### src/rtl/wb_arbiter_pkg.sv
// Shared write-back definitions: source indices, field widths and the queued payload.
package wb_arbiter_pkg;

    localparam int unsigned WB_NSRC   = 3;
    localparam int unsigned WB_REG_W  = 5;
    localparam int unsigned WB_DATA_W = 32;

    typedef enum logic [1:0] {
        WB_SRC_AM = 2'd0,
        WB_SRC_MU = 2'd1,
        WB_SRC_LS = 2'd2
    } wb_src_e;

    typedef struct packed {
        logic [WB_REG_W-1:0]  regdest;
        logic [WB_DATA_W-1:0] wbvalue;
    } wb_entry_t;

    localparam int unsigned WB_ENTRY_W = $bits(wb_entry_t);

    // Round-robin successor, modulo the three sources.
    function automatic wb_src_e wb_src_next(input wb_src_e src);
        case (src)
            WB_SRC_AM: return WB_SRC_MU;
            WB_SRC_MU: return WB_SRC_LS;
            default:   return WB_SRC_AM;
        endcase
    endfunction

endpackage

### src/rtl/wb_fifo.sv
// Per-source result queue; simultaneous push and pop are both honoured even when full.
module wb_fifo #(
    parameter int unsigned DEPTH = 4,
    parameter int unsigned WIDTH = 37
) (
    input  logic                     clock,
    input  logic                     reset,
    input  logic                     push,
    input  logic                     pop,
    input  logic [WIDTH-1:0]         din,
    output logic [WIDTH-1:0]         dout,
    output logic                     empty,
    output logic                     full,
    output logic [$clog2(DEPTH):0]   count
);

    localparam int unsigned PTR_W = $clog2(DEPTH);
    localparam int unsigned CNT_W = PTR_W + 1;

    logic [WIDTH-1:0] mem [DEPTH];
    logic [PTR_W-1:0] wr_ptr;
    logic [PTR_W-1:0] rd_ptr;
    logic             do_push;
    logic             do_pop;

    assign empty   = (count == '0);
    assign full    = (count == CNT_W'(DEPTH));
    assign do_pop  = pop && !empty;
    assign do_push = push && (!full || do_pop);
    assign dout    = mem[rd_ptr];

    always_ff @(posedge clock or negedge reset) begin
        if (!reset) begin
            wr_ptr <= '0;
            rd_ptr <= '0;
            count  <= '0;
        end else begin
            if (do_push) wr_ptr <= wr_ptr + PTR_W'(1);
            if (do_pop)  rd_ptr <= rd_ptr + PTR_W'(1);
            case ({do_push, do_pop})
                2'b10:   count <= count + CNT_W'(1);
                2'b01:   count <= count - CNT_W'(1);
                default: count <= count;
            endcase
        end
    end

    // Storage carries no reset; validity is tracked by count alone.
    always_ff @(posedge clock) begin
        if (do_push) mem[wr_ptr] <= din;
    end

endmodule

### src/rtl/wb_arbiter.sv
// Merges AluMisc/Mult/LoadStore results onto the single ARF write port via per-unit FIFOs and a round-robin arbiter.
module wb_arbiter
    import wb_arbiter_pkg::*;
#(
    parameter int unsigned DEPTH = 4
) (
    input  logic                  clock,
    input  logic                  reset,
    input  logic                  am_wb_oper,
    input  logic                  am_wb_writereg,
    input  logic [WB_REG_W-1:0]   am_wb_regdest,
    input  logic [WB_DATA_W-1:0]  am_wb_wbvalue,
    input  logic                  mu_wb_oper,
    input  logic                  mu_wb_writereg,
    input  logic [WB_REG_W-1:0]   mu_wb_regdest,
    input  logic [WB_DATA_W-1:0]  mu_wb_wbvalue,
    input  logic                  ls_wb_oper,
    input  logic                  ls_wb_writereg,
    input  logic [WB_REG_W-1:0]   ls_wb_regdest,
    input  logic [WB_DATA_W-1:0]  ls_wb_wbvalue,
    output logic                  wb_rf_writeenable,
    output logic [WB_REG_W-1:0]   wb_rf_regdest,
    output logic [WB_DATA_W-1:0]  wb_rf_writedata,
    output logic                  wb_iss_stall,
    output logic                  wb_err_overflow
);

    localparam int unsigned CNT_W = $clog2(DEPTH) + 1;

    logic [WB_NSRC-1:0] fifo_push;
    logic [WB_NSRC-1:0] fifo_pop;
    logic [WB_NSRC-1:0] fifo_empty;
    logic [WB_NSRC-1:0] fifo_full;
    logic [WB_NSRC-1:0] src_stall;
    logic [WB_NSRC-1:0] src_ovf;
    wb_entry_t          fifo_din   [WB_NSRC];
    wb_entry_t          fifo_dout  [WB_NSRC];
    logic [CNT_W-1:0]   fifo_count [WB_NSRC];

    wb_src_e              rr_ptr;
    wb_src_e              rr_ptr_d;
    wb_src_e              grant_src;
    wb_src_e              cand1;
    wb_src_e              cand2;
    logic                 grant_valid;
    logic                 writeenable_d;
    logic [WB_REG_W-1:0]  regdest_d;
    logic [WB_DATA_W-1:0] writedata_d;
    logic                 overflow_d;

    // Writes to $zero and non-writing ops never enter a queue.
    assign fifo_push[0] = am_wb_oper && am_wb_writereg && (am_wb_regdest != '0);
    assign fifo_push[1] = mu_wb_oper && mu_wb_writereg && (mu_wb_regdest != '0);
    assign fifo_push[2] = ls_wb_oper && ls_wb_writereg && (ls_wb_regdest != '0);

    assign fifo_din[0] = '{regdest: am_wb_regdest, wbvalue: am_wb_wbvalue};
    assign fifo_din[1] = '{regdest: mu_wb_regdest, wbvalue: mu_wb_wbvalue};
    assign fifo_din[2] = '{regdest: ls_wb_regdest, wbvalue: ls_wb_wbvalue};

    for (genvar g = 0; g < WB_NSRC; g++) begin : g_src
        wb_fifo #(
            .DEPTH (DEPTH),
            .WIDTH (WB_ENTRY_W)
        ) u_fifo (
            .clock (clock),
            .reset (reset),
            .push  (fifo_push[g]),
            .pop   (fifo_pop[g]),
            .din   (fifo_din[g]),
            .dout  (fifo_dout[g]),
            .empty (fifo_empty[g]),
            .full  (fifo_full[g]),
            .count (fifo_count[g])
        );

        // One slot of margin for an op issued during the stall cycle itself.
        assign src_stall[g] = (fifo_count[g] >= CNT_W'(DEPTH - 1));
        assign src_ovf[g]   = fifo_push[g] && fifo_full[g] && !fifo_pop[g];
    end

    assign wb_iss_stall = |src_stall;

    // Round-robin grant: first non-empty queue at or after the pointer.
    always_comb begin
        cand1       = wb_src_next(rr_ptr);
        cand2       = wb_src_next(cand1);
        grant_valid = 1'b1;
        grant_src   = rr_ptr;
        fifo_pop    = '0;
        if (!fifo_empty[rr_ptr]) begin
            grant_src = rr_ptr;
        end else if (!fifo_empty[cand1]) begin
            grant_src = cand1;
        end else if (!fifo_empty[cand2]) begin
            grant_src = cand2;
        end else begin
            grant_valid = 1'b0;
        end
        if (grant_valid) fifo_pop[grant_src] = 1'b1;
    end

    always_comb begin
        writeenable_d = grant_valid;
        regdest_d     = wb_rf_regdest;
        writedata_d   = wb_rf_writedata;
        rr_ptr_d      = rr_ptr;
        overflow_d    = wb_err_overflow || (|src_ovf);
        if (grant_valid) begin
            regdest_d   = fifo_dout[grant_src].regdest;
            writedata_d = fifo_dout[grant_src].wbvalue;
            rr_ptr_d    = wb_src_next(grant_src);
        end
    end

    always_ff @(posedge clock or negedge reset) begin
        if (!reset) begin
            wb_rf_writeenable <= 1'b0;
            wb_rf_regdest     <= '0;
            wb_rf_writedata   <= '0;
            wb_err_overflow   <= 1'b0;
            rr_ptr            <= WB_SRC_AM;
        end else begin
            wb_rf_writeenable <= writeenable_d;
            wb_rf_regdest     <= regdest_d;
            wb_rf_writedata   <= writedata_d;
            wb_err_overflow   <= overflow_d;
            rr_ptr            <= rr_ptr_d;
        end
    end

endmodule

### config.mk
export PLATFORM = sky130hd
export DESIGN_NAME = wb_arbiter
export DESIGN_NICKNAME = d
export VERILOG_FILES = /design/src/rtl/wb_arbiter_pkg.sv /design/src/rtl/wb_fifo.sv /design/src/rtl/wb_arbiter.sv
export SDC_FILE = /design/constraint.sdc
export NUM_CORES = 1
export LEC_CHECK = 0
export ABC_AREA = 1
export CORE_AREA = 3 3 289 291
export DETAILED_ROUTE_END_ITERATION = 10
export DIE_AREA = 0 0 292 294
export PLACE_DENSITY = 0.51
export SLEW_MARGIN = 30
export SYNTH_ARGS = -nofsm -noshare
export SYNTH_HDL_FRONTEND = slang
export SYNTH_SLANG_ARGS = --single-unit
### constraint.sdc
create_clock -name clock -period 4.1 [get_ports clock]
set_input_delay 0.615 -clock clock [delete_from_list [all_inputs] [get_ports clock]]
set_output_delay 0.615 -clock clock [all_outputs]
set_load 0.02 [all_outputs]
# [Word level (Yosys, flattened, before mapping)]
# Memories as Yosys holds them, arrays and structs flattened.
# Index checks and enable logic that the tools add are counted.
# Widths: inputs -> output; s select.
[word_totals] n_memories=3 regBits=62 input_bits=119 ram_bits=444
[memory_table] memory="g_src[0].u_fifo.mem" depth=4 width=37 rd=1 rd_clocked_by_memory_dff=0 wr=1 line_no="wb_fifo.sv:20" source="logic [WIDTH-1:0] mem [DEPTH];"
[memory_table] memory="g_src[1].u_fifo.mem" depth=4 width=37 rd=1 rd_clocked_by_memory_dff=0 wr=1 line_no="wb_fifo.sv:20"
[memory_table] memory="g_src[2].u_fifo.mem" depth=4 width=37 rd=1 rd_clocked_by_memory_dff=0 wr=1 line_no="wb_fifo.sv:20"
[op_classes] add_sub_neg=12 reduce_logical=46 eq_ne=12 muxes=30 n_lt_le_gt_ge=9 bitwise=1
[op_table] op="$bmux 37 s2" n=1
[op_table] op="$mux 37" n=2
[op_table] op="$logic_and 1x1->1" n=19
[op_table] op="$pmux 3 s2" n=3
[op_table] op="$reduce_bool 5->1" n=3
[op_table] op="$mux 1" n=13
[op_table] op="$add 2x1->2 const B" n=6
[op_table] op="$eq 2x1->1 const B" n=6
[op_table] op="$lt 2x3->1 const B" n=4
[op_table] op="$pmux 2 s2" n=3
[op_table] op="$add 3x1->3 const B" n=3
[op_table] op="$eq 3x3->1 const B" n=3
[op_table] op="$ge 3x2->1 const B" n=3
[op_table] op="$logic_not 1->1" n=9
[op_table] op="$logic_not 3->1" n=3
[op_table] op="$sub 3x1->3 const B" n=3
[op_table] op="$bmux 1 s2" n=3
[op_table] op="$eq 2x2->1 const B" n=3
[op_table] op="$logic_not 2->1" n=3
[op_table] op="$mux 2" n=3
[op_table] op="$reduce_bool 2->1" n=3
[op_table] op="$reduce_or 3->1" n=2
[op_table] op="$logic_or 1x1->1" n=4
[op_table] op="$ge 3x3->1 const B" n=1
[op_table] op="other kinds (4)" n=4

# [Longest topological paths before layout]
[logic_depth] ltp_word=19 mapped_depth=20 depth_no_buf=19

# [Cells and area by module]
# A second synthesis with hierarchy kept.
[unflattened] hier_cells=1725 hier_area_um2=20678.6
[modules_own_cells] module="wb_fifo (g_src[0].u_fifo ...)" cells_per_inst=414 instances=2 seq_area_each_um2=4619.4 area_per_inst_um2=5948.2
[modules_own_cells] module="wb_fifo (g_src[1].u_fifo)" cells_per_inst=413 instances=1 seq_area_each_um2=4619.4 area_per_inst_um2=5923.2
[modules_own_cells] module="wb_arbiter" cells_per_inst=484 instances=1 seq_area_each_um2=1026.0 area_per_inst_um2=2859.0

# [Worst setup path before layout]
# OpenSTA, ideal clock, no wires.
[synth_timing] kind="register to register" from="register g_src[2].u_fifo.count[1]" to="memory g_src[1].u_fifo.mem[0][0], enable pin" setup_ps=431 t_arrival_ps=3074 setup_slack_ps=594 path_stages_with_launch=12 path_buffers=0 path_cell_list="dfrtp_1 -> nor2_2 -> nand2_1 -> nand2_1 -> nand2_1 -> nor2_1 -> o21ai_2 -> nor2_4 -> nand2_4 -> nand3_1 -> nand2_1 -> nor2_1"
[synth_via] elab_chain_len=16
[synth_lines] item="from (decl)" line_no="wb_fifo.sv:14" source="output logic [$clog2(DEPTH):0] count"
[synth_lines] item="from (signal assigned)" line_no="wb_fifo.sv:41" source="2'b10: count <= count + CNT_W'(1);"
[synth_lines] item="from (signal assigned)" line_no="wb_fifo.sv:42" source="2'b01: count <= count - CNT_W'(1);"
[synth_lines] item="from (signal assigned)" line_no="wb_fifo.sv:43" source="default: count <= count;"
[synth_lines] item="$logic_not 3->1 (*)" line_no="wb_fifo.sv:26" source="assign empty = (count == '0);"
[synth_lines] item="$bmux 1 s2" line_no="wb_arbiter.sv:94" source="end else if (!fifo_empty[cand2]) begin"
[synth_lines] item="$mux 1 (not written as such)" line_no="wb_arbiter.sv:94"
[synth_lines] item="$mux 2" line_no="wb_arbiter.sv:94"
[synth_lines] item="$mux 2" line_no="wb_arbiter.sv:92" source="end else if (!fifo_empty[cand1]) begin"
[synth_lines] item="$mux 2" line_no="wb_arbiter.sv:90" source="if (!fifo_empty[rr_ptr]) begin"
[synth_lines] item="$lt 2x3->1 (not written as such) / $ge 2x1->1 (equally long branches)" line_no="wb_arbiter.sv:99" source="if (grant_valid) fifo_pop[grant_src] = 1'b1;"
[synth_lines] item="$logic_and 1x1->1 (not written as such)" line_no="wb_arbiter.sv:99"
[synth_lines] item="$mux 1 (not written as such)" line_no="wb_arbiter.sv:99"
[synth_lines] item="$demux 1 s2" line_no="wb_arbiter.sv:99"
[synth_lines] item="$mux 3 (*)" line_no="wb_arbiter.sv:99"
[synth_lines] item="$logic_and 1x1->1 (*)" line_no="wb_fifo.sv:28" source="assign do_pop = pop && !empty;"
[synth_lines] item="$logic_or 1x1->1 (*)" line_no="wb_fifo.sv:29" source="assign do_push = push && (!full || do_pop);"
[synth_lines] item="$logic_and 1x1->1 (*)" line_no="wb_fifo.sv:29"
[synth_lines] item="$mux 1 (*)" line_no="wb_fifo.sv:50" source="if (do_push) mem[wr_ptr] <= din;"
[synth_lines] item="$mux 1 (not written as such) (*)" line_no="wb_fifo.sv:50"
[synth_lines] item="to (decl)" line_no="wb_fifo.sv:20"
# Every way passes the cells marked *; elsewhere a longest branch is shown, timed or not. The select of a mux whose other input is x is not followed.

# [Worst setup path after layout]
[layout_timing] from="register rr_ptr[1]" to="memory g_src[1].u_fifo.mem[0][10], enable pin"
[layout_via] elab_chain_len=19
[layout_lines] item="from (decl)" line_no="wb_arbiter.sv:40" source="wb_src_e rr_ptr;"
[layout_lines] item="from (signal assigned)" line_no="wb_arbiter.sv:127" source="rr_ptr <= rr_ptr_d;"
[layout_lines] item="$eq 2x1->1 / $logic_not 2->1 (equally long branches)" line_no="wb_arbiter_pkg.sv:23" source="case (src)"
[layout_lines] item="$pmux 2 s2" line_no="wb_arbiter_pkg.sv:23"
[layout_lines] item="$eq 2x1->1 / $logic_not 2->1 (equally long branches)" line_no="wb_arbiter_pkg.sv:23"
[layout_lines] item="$pmux 2 s2" line_no="wb_arbiter_pkg.sv:23"
[layout_lines] item="$bmux 1 s2" line_no="wb_arbiter.sv:94"
[layout_lines] item="$mux 1 (not written as such)" line_no="wb_arbiter.sv:94"
[layout_lines] item="$mux 2" line_no="wb_arbiter.sv:94"
[layout_lines] item="$mux 2" line_no="wb_arbiter.sv:92"
[layout_lines] item="[3 not listed]"
[layout_lines] item="$mux 1 (not written as such)" line_no="wb_arbiter.sv:99"
[layout_lines] item="$demux 1 s2" line_no="wb_arbiter.sv:99"
[layout_lines] item="$mux 3 (*)" line_no="wb_arbiter.sv:99"
[layout_lines] item="$logic_and 1x1->1 (*)" line_no="wb_fifo.sv:28"
[layout_lines] item="$logic_or 1x1->1 (*)" line_no="wb_fifo.sv:29"
[layout_lines] item="$logic_and 1x1->1 (*)" line_no="wb_fifo.sv:29"
[layout_lines] item="$mux 1 (*)" line_no="wb_fifo.sv:50"
[layout_lines] item="$mux 1 (not written as such) (*)" line_no="wb_fifo.sv:50"
# Marks and branches as above.

==> flow_summary.yaml <==
place:
  place_ws_ns: 1.02
  numPortBuffers: 158
  hpwl_mm: 37.6
  place_congestion: 0.790
yosys:
  yosysUniqueCellTypes: 37
  synth_cells: 1572
  netlist.area_leader.share_pct: 65.8
  synth.top_cells.by_count: "444 x edfxtp_1, 242 x nand2_1, 173 x nor2_1, 160 x o21ai_0, 87 x nand3_1"
  ys.flop_type: "edfxtp_1"
  yosysSeqAreaShare_pct: 73.5
  ys_ff_latch: 506
  synth.area.top_cells: "edfxtp_1 66%, dfrtp_1 7.7%, nand2_1 4.5%"
  syn-cell-area_mm2: 0.0203
  ys.warnings.count: 0
  yosys.area.top_type: "edfxtp_1"
  synthesis.nets: 1707
  synth_edf_count: 444
  synth_most_common_cell: "edfxtp_1"
  syn_avg_cell_area_um2: 12.9
  synth-async-reset-ratio_pct: 12.3
grt:
  use_met3_pct: 2.80
  grt_pass1_wl_mm: 84.7
  grt_max_degree: 76
  use_met2_pct: 20.7
  grt_antenna_before_repair: 10
  grt.met1_usage_pct: 18.9
  grt_pass1_vias: 12649
  grt_util_all_layers_pct: 13.2
  top_usage_layer: "met2"
  grt_overflow: 0
detailed_routing:
  route.detailed.drc: 0
  dr_total_vias: 12850
  drt_iter0_markers: 1153
  wl_mm: 57.5
  dr.pass1.iters: 7
  antenna_left: 0
  wire_per_inst_um: 20.2
  viasPerCell: 4.53
setup_path:
  critical_path_arrival_ns: 3.22
  worst-path-max-fanout: 37
  critical_path_class: "flip-flop to flip-flop"
  end_kind: "flip-flop"
  r2r_cells: 13
  r2r_setup_slack_ns: 1.09
  reg2reg_to: "g_src[1].u_fifo.mem[0][10]$_DFFE_PP_"
  start_kind: "flip-flop"
  cp.required_ns: 4.31
  regToRegStartpoint: "rr_ptr[1]$_DFFE_PN0N_"
sta:
  setup_violations: 0
  period_needed_ns: 3.01
  fin_skew_ns: 0.0271
  hold_viol: 0
  setup_ws_ns: 1.09
  timing.hold.ws_ns: 0.0205
  fin_crit_sh_pct: 73.4
  rsz0062_at_grt: "false"
  maxSlewViolCount: 0
  max_freq_mhz: 332
  finalSetupTns_ns: 0
  max-slew-margin-rel_pct: 41.8
  tightest_slew_ns: 0.872
die:
  initial_core_util_pct: 25.1
  die_h_um: 294
  die_w_um: 292
  die_area_mm2: 0.0858
  rows: 104
  ios: 159
  coreArea_mm2: 0.0808
cts:
  clk_latency_ns: 0.60
  cts_setup_buffers: 0
  cts_tree: "built"
  clockBufferDepth: 3
  path_clk_slew_ns: 0.06
  cts-hold-fix-buffers: 0
  cts_resized: 0
  h-tree-depth: 2
  cts_made_buffers: 54
  ctsRootBufferMaster: "clkbuf_16"
  cts.sinks: 506
power_and_ir_drop:
  p_int_uw: 11600
  sequentialPowerShare_pct: 36.0
  pwr-share-comb_pct: 39.6
  p_clk_share_pct: 24.4
  power.share.switching_pct: 39.6
  p_sw_uw: 7610
  ir_worst_vdd_uv: 451
  fin_total_pwr_uw: 19200
  power_density_mw_per_mm2: 772
  cellLeakagePower_uw: 0.00839
layout:
  final_nets: 1864
  fillCellCount: 7962
  drive_above_1_share_pct: 9.94
  synthToLayoutAreaGrowth_pct: 22.8
flow_run:
  maxCapViolCount: 0
outcome:
  status: "completed"
min_path:
  hold_class: "input port to asynchronous set/reset pin"
[cell type report]
class | instances | area (um^2) | share of cell area [%]
multi-input combinational | 921 | 4820 | 19.4
sequential | 506 | 14900 | 59.8
clock buffer | 77 | 1510 | 6.06
timing repair buffer | 193 | 1930 | 7.77
inverter | 53 | 204 | 0.820
clock inverter | 21 | 183 | 0.734
antenna | 7 | 17.5 | 0.0704
tap | 1060 | 1330 | 5.33
[metrics by stage]
stage | cells | utilization (%) | cell area (um^2)
after floorplan | 1572 | - | 20300
after global placement | 2733 | 28.7 | 23200
after detailed placement | 2733 | 28.7 | 23200
after CTS | 2831 | 30.8 | 24900
after global routing | 2832 | 30.8 | 24900
final | 2838 | 30.8 | 24900
[routing by layer]
metal	wire [um]	up-vias
met5	33	-
met4	752	4
met3	3500	61
met2	26400	299
met1	26800	6449
li1	-	6037
[worst max-delay path: stages (launching register included)]
cell     delay (ns)
dfrtp_1        0.55
inv_2          0.12
nand3_1        0.11
nand3_1        0.07
o21ai_1        0.10
nand2_1        0.08
nand2_1        0.08
nand2_2        0.06
nand2_4        0.29
nand2_4        0.06
nand3_1        0.14
nand2_1        0.28
nor2_4         0.15
buf_4          0.52
[sequential cells by signal, summed over array words and instances, names as in the netlist]
signal / flops
g_src.u_fifo.mem: 444
wb_rf_writedata: 32
g_src.u_fifo.count: 9
g_src.u_fifo.rd_ptr: 6
g_src.u_fifo.wr_ptr: 6
wb_rf_regdest: 5
rr_ptr: 2
wb_err_overflow: 1
wb_rf_writeenable: 1
[placed cells by master (no fill, tap or decap), drive strengths merged, types with 4 or more instances in the layout]
cell type / instances
clkbuf: 77
buf: 36
o22ai: 76
a21oi: 27
inv: 52
nand2: 258
dfrtp: 62
clkinv: 18
nor3: 4
xor2: 6
nor2: 183
o21ai: 182
nand4: 33
a32o: 21
clkdlybuf4s50: 157
diode: 7
ha: 13
nand3: 91
edfxtp: 444
nand3b: 20
[power by group through the flow]
stage / clock (uW) / sequential (uW) / combinational (uW)
2_1_floorplan: 0 / 7060 / 4790
3_3_place_gp: 0 / 7020 / 7500
3_5_place_dp: 0 / 7030 / 7660
4_1_cts: 4810 / 6940 / 7680
5_1_grt: 5020 / 7000 / 8410
6_report: 4680 / 6920 / 7610
[how the worst max path moves through the flow]
| stage | from | end | slack [ns] |
|---|---|---|---|
| finish | rr_ptr[1]$_DFFE_PN0N_ | g_src[1].u_fifo.mem[0][10]$_DFFE_PP_ | 1.09 |
| global route | rr_ptr[1]$_DFFE_PN0N_ | g_src[1].u_fifo.mem[0][14]$_DFFE_PP_ | 0.87 |
| CTS | rr_ptr[1]$_DFFE_PN0N_ | g_src[1].u_fifo.mem[0][16]$_DFFE_PP_ | 1.07 |
| detailed placement | mu_wb_regdest[3] | g_src[1].u_fifo.mem[0][16]$_DFFE_PP_ | 1.02 |
| global placement | mu_wb_regdest[3] | g_src[1].u_fifo.mem[0][15]$_DFFE_PP_ | 1.11 |
| floorplan | g_src[2].u_fifo.count[1]$_DFFE_PN0P_ | g_src[1].u_fifo.mem[0][0]$_DFFE_PP_ | 0.59 |
[cells by family after synthesis]
| kind of cell | synth area share (%) |
|---|---|
| AO/OA/AOI/OAI | 8.73 |
| XOR/XNOR | 0.303 |
| adder cells (fa/ha/maj) | 1.10 |
| buffers and inverters | 3.17 |
| flip-flops | 73.5 |
| AND/OR/NAND/NOR | 13.2 |
No activity file was read; power rests on OpenSTA's default activity.
